`src/rtl/hilo_sequencer.sv`:
```
// rtl/hilo_sequencer.sv - iterative multiply/divide sequencer owning the HI/LO register pair
module hilo_sequencer (
  input  logic        clk,
  input  logic        rst_n,
  input  logic        op_valid,
  input  logic [2:0]  op_code,
  input  logic [31:0] op_a,
  input  logic [31:0] op_b,
  input  logic        mf_req,
  input  logic        flush,
  output logic        op_ready,
  output logic        busy,
  output logic        stall,
  output logic        done,
  output logic        div_zero,
  output logic [31:0] hi,
  output logic [31:0] lo
);

  typedef enum logic {IDLE = 1'b0, RUN = 1'b1} state_t;

  state_t      state, state_nxt;
  logic [4:0]  count;
  logic [63:0] acc;
  logic [31:0] opnd;
  logic        is_div, neg_q, neg_r, dz;

  logic        accept, start_md, last_step;
  logic        a_neg, b_neg;
  logic [31:0] a_mag, b_mag;
  logic [32:0] mul_sum, div_shift, div_rem;
  logic        div_ge;
  logic [63:0] mul_next, div_next, step_next, prod;
  logic [31:0] q_out, r_out;
  logic [63:0] commit_val;

  assign accept    = op_valid & op_ready & ~flush;
  assign start_md  = accept & ~op_code[2];
  assign last_step = (state == RUN) && (count == 5'd31);

  // Even op_codes (MULT/DIV) are the signed variants.
  assign a_neg = ~op_code[0] & op_a[31];
  assign b_neg = ~op_code[0] & op_b[31];
  assign a_mag = a_neg ? -op_a : op_a;
  assign b_mag = b_neg ? -op_b : op_b;

  // Multiply: acc = {partial product, remaining multiplier bits}, shifted right each step.
  assign mul_sum  = {1'b0, acc[63:32]} + (acc[0] ? {1'b0, opnd} : 33'd0);
  assign mul_next = {mul_sum, acc[31:1]};

  // Divide: acc = {partial remainder, dividend bits / quotient bits}, shifted left each step.
  assign div_shift = acc[63:31];
  assign div_ge    = div_shift >= {1'b0, opnd};
  assign div_rem   = div_ge ? (div_shift - {1'b0, opnd}) : div_shift;
  assign div_next  = {div_rem[31:0], acc[30:0], div_ge};

  assign step_next = is_div ? div_next : mul_next;

  // With a zero divisor every trial succeeds, so the remainder ends up as the signed dividend.
  assign prod  = neg_q ? -step_next : step_next;
  assign q_out = dz ? 32'hFFFF_FFFF : (neg_q ? -step_next[31:0] : step_next[31:0]);
  assign r_out = neg_r ? -step_next[63:32] : step_next[63:32];
  assign commit_val = is_div ? {r_out, q_out} : prod;

  always_ff @(posedge clk or negedge rst_n) begin
    if (!rst_n) state <= IDLE;
    else        state <= state_nxt;
  end

  always_comb begin
    state_nxt = state;
    case (state)
      IDLE: if (start_md) state_nxt = RUN;
      RUN:  if (flush || last_step) state_nxt = IDLE;
      default: state_nxt = IDLE;
    endcase
  end

  always_comb begin
    op_ready = (state == IDLE);
    busy     = ~op_ready;
    stall    = busy & (op_valid | mf_req);
  end

  always_ff @(posedge clk or negedge rst_n) begin
    if (!rst_n) begin
      count    <= 5'd0;
      acc      <= 64'd0;
      opnd     <= 32'd0;
      is_div   <= 1'b0;
      neg_q    <= 1'b0;
      neg_r    <= 1'b0;
      dz       <= 1'b0;
      hi       <= 32'd0;
      lo       <= 32'd0;
      done     <= 1'b0;
      div_zero <= 1'b0;
    end else begin
      done     <= 1'b0;
      div_zero <= 1'b0;
      if (accept) begin
        case (op_code)
          3'b100: hi <= op_a;
          3'b101: lo <= op_a;
          3'b000, 3'b001, 3'b010, 3'b011: begin
            is_div <= op_code[1];
            neg_q  <= a_neg ^ b_neg;
            neg_r  <= a_neg;
            dz     <= op_code[1] & (op_b == 32'd0);
            opnd   <= op_code[1] ? b_mag : a_mag;
            acc    <= {32'd0, (op_code[1] ? a_mag : b_mag)};
            count  <= 5'd0;
          end
          default: ;
        endcase
      end else if (state == RUN && !flush) begin
        acc <= step_next;
        if (last_step) begin
          {hi, lo} <= commit_val;
          done     <= 1'b1;
          div_zero <= dz;
        end else begin
          count <= count + 5'd1;
        end
      end
    end
  end

endmodule

```
`config.mk`:
```
export PLATFORM = sky130hd
export DESIGN_NAME = hilo_sequencer
export DESIGN_NICKNAME = d
export VERILOG_FILES = /design/src/rtl/hilo_sequencer.sv
export SDC_FILE = /design/constraint.sdc
export NUM_CORES = 1
export LEC_CHECK = 0
export ABC_AREA = 0
export CAP_MARGIN = 30
export CORE_ASPECT_RATIO = 1.25
export CORE_MARGIN = 2
export CORE_UTILIZATION = 50
export DETAILED_ROUTE_END_ITERATION = 6
export PLACE_DENSITY = 0.71
export SETUP_SLACK_MARGIN = 0.15
export SKIP_LAST_GASP = 1
export SLEW_MARGIN = 20
export SYNTH_ARGS = -nofsm -noshare
export SYNTH_HDL_FRONTEND = slang
export SYNTH_SLANG_ARGS = --single-unit
```
`constraint.sdc`:
```
create_clock -name clk -period 9.62 [get_ports clk]
set_clock_uncertainty 0.2 [all_clocks]
set_input_delay 1.924 -clock clk [delete_from_list [all_inputs] [get_ports clk]]
set_output_delay 1.924 -clock clk [all_outputs]
set_load 0.01 [all_outputs]
```
==> summary.md <==
The run finished with clean final reports. The number of setup violations in the final report is 0. For the worst-skew pair, the clock arrives at the later sink with an insertion delay of 460 ps.

For the synthesized cell area, the log shows 16020 µm². The tools report the clock tree root buffer cell as sky130_fd_sc_hd__clkbuf_16. The logs give 0 for the final-report max-slew violation count and 0 for the number of max-cap violations. The tools report the endpoint kind of the worst setup timing path as a register. From synthesis to final layout, the design area changed by 13.89%. By area the synthesized netlist is led by sky130_fd_sc_hd__dfrtp_1, sky130_fd_sc_hd__nand2_1, sky130_fd_sc_hd__a21oi_1, sky130_fd_sc_hd__o21ai_0, sky130_fd_sc_hd__nor2_1. The power density relative to cell area is 332.4 nW/µm².

The max-slew headroom at the worst pin came out at 0.3460. Tracing the worst setup path back leads to its startpoint at acc[39]. The setup path with the least slack is of type register to register. The required time of the critical path came out at 9810 ps. The floorplan step set the die width to 164.1 µm. In this run the critical register-to-register path is launched from acc[39]. The tools report the effective utilization at floorplan as 0.5053. The clock-pin transition on the worst setup and hold timing paths was 80 ps.

The tree built by TritonCTS fans out to 172 sinks. The utilization of the core after routing is 0.5755, and the aggregate routed wire length is 66220 µm. The placeable core region is 31690 µm². The worst path in the final design needs a cycle of 6688 ps, including I/O delays and setup. The die covers 33490 µm². The H-tree was split into 4 levels. The run gives 0.2085 mV as the maximum resistive drop on vdd. The run gives 141 as the number of I/O pins.

The die is 204.1 µm tall. The count of cell types in the netlist was 94. The largest total area in the synthesized netlist belongs to sky130_fd_sc_hd__dfrtp_1. The worst register-to-register path ends at hi[18].

Timing would allow up to 149.5 MHz. Clock tree synthesis inserted a total of 17 buffers. The share of post-route cells with drive strength above 1 was 0.05369; the final antenna-violating net count was 0. The timing endpoint of the critical path is hi[18]. Entering global routing, the biggest net connects 84 pins.

The detail-routed via count per cell was 6.495. The tools report the total design power as 6.063 mW. The post-synthesis async set-or-reset flop share works out to 1.000. The first TritonRoute pass finished after 6 iterations. The overflow left after global routing was 0; the number of port buffers was 140. The clock passes through at most 2 buffers. The run gives 0 as the number of inserted diodes.

The first global-routing pass estimated 98940 µm of wire. The tools report the total vias in the final route as 17190. In this run the worst path has a maximum fanout of 11.

In this run, placement finished with an instance count of 2612. For the final routed database, the setup TNS stands at 0 ps. The worst hold path belongs to the class register to register. The floorplan has 73 rows.

The sequential cell area fraction in the yosys report is 0.2688, and the synthesized area divided by synthesized cell count is 7.428 µm². The run gives 16190 as the number of global-route vias before repair. The number of warnings issued by yosys came out at 0.

After clock tree synthesis, the repair step resized 0 gates. Detailed placement ended at an HPWL of 50890 µm. For the total global routing track utilization, the log shows 0.3973. The synthesized design contains 0 enable-type register cells. Setup repair after global routing left no endpoint under its margin. The tools report the register-to-register path setup slack as 2930 ps. The number of nets in the synthesized netlist is 2300. At the end of the flow, the number of nets in the layout was 2366. STA classifies the critical path startpoint as a register.

TritonCTS built the clock tree. For the number of hold buffers added after CTS, the log shows 0. The first-iteration detailed-routing DRC count is 2022, and the cell count of the worst reg-to-reg path is 18.

The weighted congestion at the end of routability-driven global placement is 1.001. Synthesis produced a netlist whose cell count is 2156. Data on the critical path arrives at its endpoint at 6880 ps. The share of the clock period used by the worst path after layout works out to 0.6952. In the synthesized netlist the dominant register cell turns out to be sky130_fd_sc_hd__dfrtp_1. Dividing the detail-routed wire length by the instance count gives 25.02 µm.

Post-CTS timing repair inserted 0 buffers for setup. The slew at the pin with the worst max-slew slack was 970.8 ps. Counting flops and latches in the post-synthesis netlist gives 172. The number of non-filler instances in the completed layout is 2647, and the initial antenna violation count is 2. The leakage dissipation is 7.600 nW. For the hold violation count in the final report, the log shows 0. For this run, design rule violations remaining after detail routing come to 0. The area fraction of the dominant cell type after synthesis works out to 0.2688.
stage by stage:
step | setup WS (ps) | hold slack, ps | area, µm²
2_1_floorplan | 4450 | 263.9 | 16020
3_3_place_gp | 3397 | 280.4 | 17620
3_5_place_dp | 3202 | 288.2 | 17630
4_1_cts | 3156 | 305.5 | 18200
5_1_grt | 2615 | 334.6 | 18240
6_report | 2932 | 303.4 | 18240
per-layer routing:
metal	global-route usage	routed length [µm]
met2	0.6375	30330
met1	0.4727	24400
met3	0.06311	5165
met5	0	13
met4	0.3083	6316
worst max-delay path, stage by stage, from the launching register on:
cell and delay (ps):
sky130_fd_sc_hd__dfrtp_1 440, sky130_fd_sc_hd__ha_1 440, sky130_fd_sc_hd__and3_1 260, sky130_fd_sc_hd__and2_1 230, sky130_fd_sc_hd__a41oi_1 310, sky130_fd_sc_hd__o211ai_2 320
sky130_fd_sc_hd__nor3_1 750, sky130_fd_sc_hd__o21bai_1 270, sky130_fd_sc_hd__ha_1 250, sky130_fd_sc_hd__or3b_1 420, sky130_fd_sc_hd__nor3_1 330, sky130_fd_sc_hd__nor4b_2 660
sky130_fd_sc_hd__nand3_1 320, sky130_fd_sc_hd__nand2_1 310, sky130_fd_sc_hd__nand2_1 190, sky130_fd_sc_hd__o41ai_1 450, sky130_fd_sc_hd__xor2_1 180, sky130_fd_sc_hd__nand2_1 80
sky130_fd_sc_hd__a31oi_1 190
synthesized netlist by cell type (18+ instances only):
| cell | instances |
|---|---|
| sky130_fd_sc_hd__mux2i_1 | 42 |
| sky130_fd_sc_hd__a21oi_1 | 205 |
| sky130_fd_sc_hd__dfrtp_1 | 172 |
| sky130_fd_sc_hd__nand2b_1 | 18 |
| sky130_fd_sc_hd__nand4_1 | 20 |
| sky130_fd_sc_hd__o31ai_1 | 25 |
| sky130_fd_sc_hd__inv_1 | 64 |
| sky130_fd_sc_hd__a21o_1 | 25 |
| sky130_fd_sc_hd__and3_1 | 21 |
| sky130_fd_sc_hd__nor3_1 | 50 |
| sky130_fd_sc_hd__and2_1 | 46 |
| sky130_fd_sc_hd__buf_2 | 19 |
| sky130_fd_sc_hd__nor2_1 | 235 |
| sky130_fd_sc_hd__ha_1 | 70 |
| sky130_fd_sc_hd__o21ai_0 | 196 |
| sky130_fd_sc_hd__nand3_1 | 56 |
| sky130_fd_sc_hd__a31oi_1 | 49 |
| sky130_fd_sc_hd__clkbuf_1 | 81 |
| sky130_fd_sc_hd__o211ai_1 | 21 |
| sky130_fd_sc_hd__nand2_1 | 304 |
| sky130_fd_sc_hd__or3_1 | 22 |
| sky130_fd_sc_hd__xnor2_1 | 86 |
| sky130_fd_sc_hd__xor2_1 | 73 |
worst min-delay path by stage:
| stage | cells after the start | from | end |
|---|---|---|---|
| final | 2 | opnd[15] | opnd[15] |
| after global routing | 1 | lo[7] | lo[7] |
| after CTS | 2 | opnd[15] | opnd[15] |
| after detailed placement | 2 | opnd[15] | opnd[15] |
| after global placement | 2 | opnd[17] | opnd[17] |
| after floorplan | 2 | opnd[10] | opnd[10] |
registers in the layout, summed over array words and instances (netlist names):
signal,flops
dz,1
hi,32
count,5
neg_r,1
neg_q,1
opnd,32
done,1
busy,1
acc,64
div_zero,1
is_div,1
lo,32
cell usage in the layout, fill, tap and decap left out, types with 45 or more instances in the layout:
| cell | synthesis | layout |
|---|---|---|
| sky130_fd_sc_hd__clkdlybuf4s50_1 | 0 | 138 |
| sky130_fd_sc_hd__and2_1 | 46 | 45 |
| sky130_fd_sc_hd__nand3_1 | 56 | 56 |
| sky130_fd_sc_hd__a31oi_1 | 49 | 49 |
| sky130_fd_sc_hd__nand2_1 | 304 | 302 |
| sky130_fd_sc_hd__dfrtp_1 | 172 | 171 |
| sky130_fd_sc_hd__o21ai_0 | 196 | 196 |
| sky130_fd_sc_hd__ha_1 | 70 | 70 |
| sky130_fd_sc_hd__xnor2_1 | 86 | 86 |
| sky130_fd_sc_hd__a21oi_1 | 205 | 204 |
| sky130_fd_sc_hd__xor2_1 | 73 | 73 |
| sky130_fd_sc_hd__inv_1 | 64 | 64 |
| sky130_fd_sc_hd__nor3_1 | 50 | 50 |
| sky130_fd_sc_hd__nor2_1 | 235 | 234 |
kinds of logic after synthesis:
family / after synthesis / synth area share
AOI/OAI and AO/OA: 670 / 0.2597
xor gates and xnor gates: 159 / 0.08695
adders and majority gates: 72 / 0.05719
buffers and inverters: 184 / 0.04695
DFF: 172 / 0.2688
muxes: 54 / 0.03539
and+or+nand+nor: 845 / 0.2451
where the power goes:
group	internal [mW]	switching, mW
logic	1.47	2.62
clock network	0.346	0.368
registers	0.967	0.288
layout make-up:
class | instances | area [µm²]
Fill cell | 3022 | 13450
Multi-Input combinational cell | 1800 | 10990
Sequential cell | 172 | 4308
Timing Repair Buffer | 166 | 1615
Tap cell | 412 | 515.5
Clock buffer | 17 | 425.4
Inverter | 65 | 244.0
Clock inverter | 15 | 145.1
No activity file was read; power rests on OpenSTA's default activity.
